--- src/rtl/uart_rx_byte_fifo.sv ---
// rtl/uart_rx_byte_fifo.sv - receive-byte FIFO between a UART receiver and a valid/ready consumer
//
// Purpose:
//    Captures each received byte with its 2-bit error status on the rising edge
//    of rx_complete. Bytes are buffered in a 2^DEPTH_LOG2-entry
//    first-word-fall-through FIFO and presented over a valid/ready interface.
//    Fill level, almost-full, a sticky overflow flag and a saturating drop
//    counter are reported so lost bytes are always visible.
//
// Ports:
//    system_clk    in   system clock, rising edge
//    reset         in   asynchronous active-low reset
//    rx_complete   in   byte-done strobe (may stay high for several cycles)
//    rx_data       in   [7:0] received byte
//    rx_error_bit  in   [1:0] receiver status, nonzero = error
//    m_valid       out  head entry available
//    m_data        out  [7:0] head byte, 0 when m_valid=0
//    m_err         out  [1:0] head status, 0 when m_valid=0
//    m_ready       in   consumer accepts head when m_valid & m_ready
//    level         out  [DEPTH_LOG2:0] number of stored entries
//    almost_full   out  level >= AFULL_LEVEL
//    overflow      out  sticky, a byte was lost to a full FIFO
//    drop_count    out  [7:0] saturating count of lost or discarded bytes
//    clr_overflow  in   synchronous clear of overflow and drop_count

module uart_rx_byte_fifo #(
   parameter int DEPTH_LOG2  = 4,
   parameter int AFULL_LEVEL = 12,
   parameter int DROP_ERR    = 0
) (
   input  logic                  system_clk,
   input  logic                  reset,
   input  logic                  rx_complete,
   input  logic [7:0]            rx_data,
   input  logic [1:0]            rx_error_bit,
   output logic                  m_valid,
   output logic [7:0]            m_data,
   output logic [1:0]            m_err,
   input  logic                  m_ready,
   output logic [DEPTH_LOG2:0]   level,
   output logic                  almost_full,
   output logic                  overflow,
   output logic [7:0]            drop_count,
   input  logic                  clr_overflow
);

   localparam int                LP_ENTRIES = 1 << DEPTH_LOG2;
   localparam logic [DEPTH_LOG2:0] LP_FULL  = {1'b1, {DEPTH_LOG2{1'b0}}};
   localparam logic [DEPTH_LOG2:0] LP_AFULL = AFULL_LEVEL[DEPTH_LOG2:0];

   logic [9:0]            r_mem [0:LP_ENTRIES-1];
   logic [DEPTH_LOG2-1:0] r_wr_ptr;
   logic [DEPTH_LOG2-1:0] r_rd_ptr;
   logic [DEPTH_LOG2:0]   r_level;
   logic                  r_rx_complete_d;
   logic                  r_overflow;
   logic [7:0]            r_drop_count;

   logic                  w_push_req;
   logic                  w_err_drop;
   logic                  w_pop;
   logic                  w_full;
   logic                  w_push_ok;
   logic                  w_ovf_drop;
   logic                  w_drop;
   logic [9:0]            w_head;

   // Only the rising edge of the strobe pushes, so a long pulse stores once.
   assign w_push_req = rx_complete & ~r_rx_complete_d;
   assign w_err_drop = (DROP_ERR != 0) & w_push_req & (rx_error_bit != 2'b00);
   assign w_pop      = m_valid & m_ready;
   assign w_full     = (r_level == LP_FULL);
   // A full FIFO still accepts a push when the head leaves in the same cycle.
   assign w_push_ok  = w_push_req & ~w_err_drop & (~w_full | w_pop);
   assign w_ovf_drop = w_push_req & ~w_err_drop & w_full & ~w_pop;
   assign w_drop     = w_err_drop | w_ovf_drop;

   // Storage is deliberately not reset; level alone says what is valid.
   always_ff @(posedge system_clk) begin
      if (w_push_ok) begin
         r_mem[r_wr_ptr] <= {rx_error_bit, rx_data};
      end
   end

   always_ff @(posedge system_clk or negedge reset) begin
      if (!reset) begin
         r_wr_ptr        <= '0;
         r_rd_ptr        <= '0;
         r_level         <= '0;
         // Start "high" so a strobe already asserted at reset release is ignored.
         r_rx_complete_d <= 1'b1;
         r_overflow      <= 1'b0;
         r_drop_count    <= 8'h00;
      end else begin
         r_rx_complete_d <= rx_complete;

         if (w_push_ok) begin
            r_wr_ptr <= r_wr_ptr + 1'b1;
         end
         if (w_pop) begin
            r_rd_ptr <= r_rd_ptr + 1'b1;
         end

         if (w_push_ok && !w_pop) begin
            r_level <= r_level + 1'b1;
         end else if (!w_push_ok && w_pop) begin
            r_level <= r_level - 1'b1;
         end

         // A drop in the same cycle as a clear wins over the clear.
         if (w_ovf_drop) begin
            r_overflow <= 1'b1;
         end else if (clr_overflow) begin
            r_overflow <= 1'b0;
         end

         if (w_drop) begin
            if (clr_overflow) begin
               r_drop_count <= 8'h01;
            end else if (r_drop_count != 8'hFF) begin
               r_drop_count <= r_drop_count + 8'h01;
            end
         end else if (clr_overflow) begin
            r_drop_count <= 8'h00;
         end
      end
   end

   assign w_head      = r_mem[r_rd_ptr];
   assign m_valid     = (r_level != '0);
   assign m_data      = m_valid ? w_head[7:0] : 8'h00;
   assign m_err       = m_valid ? w_head[9:8] : 2'b00;
   assign level       = r_level;
   assign almost_full = (r_level >= LP_AFULL);
   assign overflow    = r_overflow;
   assign drop_count  = r_drop_count;

endmodule

--- config.mk ---
export PLATFORM = sky130hd
export DESIGN_NAME = uart_rx_byte_fifo
export DESIGN_NICKNAME = d
export VERILOG_FILES = /design/src/rtl/uart_rx_byte_fifo.sv
export SDC_FILE = /design/constraint.sdc
export NUM_CORES = 1
export LEC_CHECK = 0
export CORE_ASPECT_RATIO = 1.4
export CORE_MARGIN = 2
export CORE_UTILIZATION = 45
export CTS_BUF_LIST = sky130_fd_sc_hd__clkbuf_16
export CTS_CLUSTER_DIAMETER = 120
export CTS_CLUSTER_SIZE = 25
export DETAILED_ROUTE_END_ITERATION = 8
export GPL_TIMING_DRIVEN = 0
export SKIP_CTS_REPAIR_TIMING = 1
export SLEW_MARGIN = 20
export SYNTH_ARGS = -nofsm -noshare
export SYNTH_HDL_FRONTEND = slang
export SYNTH_SLANG_ARGS = --single-unit
--- constraint.sdc ---
create_clock -name system_clk -period 5.64 [get_ports system_clk]
set_input_delay 1.128 -clock system_clk [delete_from_list [all_inputs] [get_ports system_clk]]
set_output_delay 1.128 -clock system_clk [all_outputs]
set_load 0.02 [all_outputs]
[Yosys cells after proc, flatten, opt, wreduce, memory -nomap -nowiden]
Memory sizes are Yosys's and may differ from the RTL's.
Index checks and enable logic that the tools add are counted.
Storage, ports and cells
  bits in registers: 23
  RAM bits: 160
  bits of input ports: 15
  memories kept: 1
Cells by class
  add/sub/neg operators: 5
  magnitude comparators: 1
  eq/ne operators: 2
  mux-type cells: 12
  bitwise logic cells: 9
  reduce and logical (&&, ||, !) cells: 9
Memory list
  r_mem: depth 16, width 10, rd ports 1, clocked after Yosys merged registers in 0, write ports 1, RTL line 51  | logic [9:0] r_mem [0:LP_ENTRIES-1];
Operators with widths (count)
  8-bit two-way mux: 5
  5-bit two-way mux: 2
  4-bit by 1-bit adder with 4-bit output, second input constant: 2
  8-bit by 1-bit adder with 8-bit output, second input constant: 1
  8-bit != test, second input constant: 1
  2-bit nonzero test: 3
  5-bit by 1-bit adder with 5-bit output, second input constant: 1
  1-bit bitwise AND: 5
  5-bit == test, second input constant: 1
  5-bit by 4-bit >= comparator with 1-bit output, second input constant: 1
  5-bit nonzero test: 1
  5-bit by 1-bit subtractor with 5-bit output, second input constant: 1
  1-bit two-way mux: 4
  1-bit inverter: 3
  1-bit logical AND: 2
  1-bit zero test: 2
  2-bit two-way mux: 1
  2-bit AND reduction: 1
  1-bit OR: 1

[Depth between registers and ports, before layout]
  depth in word-level cells: 8
  gate-level depth with buffers: 10
  gate-level depth less buffers: 10

[Worst setup path after synthesis]
No wires, ideal clock.
  kind: input to register
  from: input port m_ready
  to: register r_level[4] (netlist: level[4])
  arrival time: 3.120 ns
  slack: 2.384 ns
  cell stages on the path: 8
  buffers on the path: 0
  cells stage by stage: inv_1 > a311oi_2 > ha_1 > inv_1 > fa_1 > a21o_1 > a2111oi_0 > o31ai_1
On the way
  longest elaborated chain between the ends: 6
  elaborated cells on any way between the ends: 9
  classes of those cells: mux: 1; bitwise: 3; reduce/logical: 5
RTL lines
  start: declaration: RTL line 39  | input logic m_ready,
  1-bit bitwise AND (*): RTL line 71  | assign w_pop = m_valid & m_ready;
  1-bit OR (*): RTL line 74  | assign w_push_ok = w_push_req & ~w_err_drop & (~w_full | w_pop);
  1-bit bitwise AND (*): RTL line 74
  via w_push_ok: RTL line 63  | logic w_push_ok;
  1-bit zero test: RTL line 106  | end else if (!w_push_ok && w_pop) begin
  1-bit logical AND: RTL line 106
  2-bit nonzero test (no line)
  end signal: assignment: RTL line 105  | r_level <= r_level + 1'b1;
  end signal: assignment: RTL line 107  | r_level <= r_level - 1'b1;
  end: declaration: RTL line 54  | logic [DEPTH_LOG2:0] r_level;
The timed path passes the listed nets; every way through them passes the cells marked *.
A chain may end at the register's enable or synchronous reset.

[Worst setup path in the final report]
  from: register r_rd_ptr[1]
  to: output port m_data[0]
On the way
  longest elaborated chain between the ends: 2
RTL lines
  start: declaration: RTL line 53  | logic [DEPTH_LOG2-1:0] r_rd_ptr;
  start signal: assignment: RTL line 101  | r_rd_ptr <= r_rd_ptr + 1'b1;
  memory 16 x 10 bit
  8-bit two-way mux: RTL line 131  | assign m_data = m_valid ? w_head[7:0] : 8'h00;
  end: declaration: RTL line 37  | output logic [7:0] m_data,
Every way passes these cells.

==> reports/results.ini <==
[worst_setup_path]
r2r-start = level[0]
critPathRequiredTime_ns = 4.51
cp-start-kind = flop
crit_start = r_rd_ptr[1]
critPathArrivalTime_ns = 3.03
cp_max_fo = 10
cp-end-kind = primary output
worstSetupPathType = flop to primary output

[synth]
ys.flop_type = edfxtp_1
async_flop_share = 0.1257
syn-cell-area_mm2 = 0.007558
ys_warn_count = 0
synth_cell_types = 48
ys_seq_elements = 183
seq_area_frac_synth = 0.7120
syn-num-nets = 429
syn_avg_cell_area_um2 = 18.76
netlist_instances = 403
synth_edf_count = 160

[global_routing]
grt_pass1_wl_mm = 23.12
grtUsageTotal = 0.1768
grt_max_degree = 24
grt-ovfl-total = 0
antenna_found_initial = 0
first_global_vias = 4036

[place]
dp.cells = 649
dpl_cell_area_mm2 = 0.008255
pre_cts_slack_ns = 1.426
gp_congestion = 0.7771
post-dp-hpwl_mm = 10.20
io_buffer_count = 39

[sta]
worst_pin_slew_ns = 1.091
fin_tns_setup_ns = 0
whs_ns = 0.5377
clock.fmax_ghz = 0.2406
timing_hold_violations_final = 0
fin_ws_ns = 1.483
finalCritPeriodShare = 0.7370
drv_slew = 0
rsz0062_at_grt = no
relSlewSlack = 0.2699
fin_skew_ns = 0.01132
setup_violations = 0
period_minus_slack_ns = 4.157

[finish]
nets = 491
instances_no_fill = 680
post-route-util = 0.5325
drive_gt1_frac = 0.2096
layout_commonest_cell = edfxtp_1
fill_cells = 1321
design_area_mm2 = 0.008842
synthToLayoutAreaGrowth_pct = 16.98
final_cell_mix = edfxtp_1, clkdlybuf4s50_1, mux4_2
diodes = 0

[run_status]
status = complete, no violations

[floorplan]
std_cell_rows = 56
die_area_mm2 = 0.01786
dieWidth_um = 113.5
start_util = 0.4552
placeableCoreArea_mm2 = 0.01661
fp.dieH_um = 157.3
ioPinCount = 41

[clock_network]
cts-root-buf = clkbuf_16
cts_tree = done
ctsLongestPathBuffers = 2
cts_buffers = 17
clock_latency_ns = 0.42
clkSlewWorstSetupHoldPaths_ns = 0.07
clock-sinks = 183
htreeDepth = 4

[routing]
routedWlPerCell_um = 22.02
postRouteAntennaNets = 0
wirelength_mm = 14.97
first_pass_iters = 5
drc_errors = 0
drtIter0Drc = 201
vias = 3843
viasPerCell = 5.651

[power]
power_mw = 4.292
ir_worst_vdd_mv = 0.2629
power.density_mw_per_mm2 = 485.3
leakagePower_nw = 2.962

[job]
max-cap-violations = 0

[min_path]
holdCritStartpoint = overflow
hold_class = flop to flop

kinds of logic (layout without fill, tap and decap cells):
family / after synthesis / after routing / synth area share
compound gates: 49 / 49 / 0.03857
xor+xnor: 9 / 9 / 0.01043
fa+ha+maj: 11 / 11 / 0.01920
buf+inv: 28 / 102 / 0.02102
flops: 183 / 183 / 0.7120
mux: 63 / 63 / 0.1571
simple gates: 60 / 60 / 0.04172
layer usage:
layer  vias to the layer above  track usage  wire length (um)
met1                      2013       0.2232              6246
met3                        12      0.02926               348
met4                         0      0.05691               211
met2                        67       0.3122              8165
met5                         -            0                 0
li1                       1751            -                 -
final timing paths:
path	endpoint	slack, ns	depth (start not counted)
worst max-delay path	m_data[0]	1.48	7
worst min-delay path	overflow	0.54	2
worst max register to register	level[4]	2.58	8
worst min register to register	overflow	0.54	2
max in group asynchronous	drop_count[2]	4.57	1
min in group asynchronous	level[0]	0.69	1
sequential cells by signal, summed over array words and instances, names as in the netlist:
name,cells
drop_count,8
level,5
overflow,1
r_mem,160
r_rd_ptr,4
r_rx_complete_d,1
r_wr_ptr,4
power by group:
group          switching, mW  internal (mW)  total [mW]
Clock                  0.526          0.628        1.15
Combinational          0.769          0.713        1.48
Sequential            0.0723           1.58        1.66
Total                   1.37           2.92        4.29
cells in the mapped netlist (all sizes together), types with 3 or more instances:
cell type,n,area [um^2]
o31ai,5,37.54
mux2i,11,110.1
nand3,5,25.02
dfrtp,22,550.5
or4,3,22.52
nor3,10,50.05
o21ai,18,93.84
xnor2,8,70.07
nand2b,3,18.77
inv,7,26.28
ha,10,125.1
a21o,3,22.52
mux2,12,135.1
buf,14,100.1
nor2,13,48.80
edfxtp,160,4805
clkbuf,6,23.77
mux4,40,942.2
nand2,15,56.30
a21oi,18,90.09
cell type report:
cell class	instances	area, um^2	area share
plain buffers	21	132.6	0.01500
clock buffers	17	425.4	0.04811
clock inverters	14	151.4	0.01712
inverters	7	26.28	0.002972
multi-input cells	192	2048	0.2316
flip-flops and latches	183	5381	0.6086
well taps	203	254.0	0.02873
repair buffers	43	422.9	0.04783
critical path, cell delays in order, from the launching register on:
cell             delay (ns)
dfrtp_1                0.37
buf_6                  0.16
buf_8                  0.17
clkbuf_1               0.58
mux4_2                 0.33
mux2i_1                0.09
a21oi_1                0.26
clkdlybuf4s50_1        0.66
(Power assumes the default switching activity.)
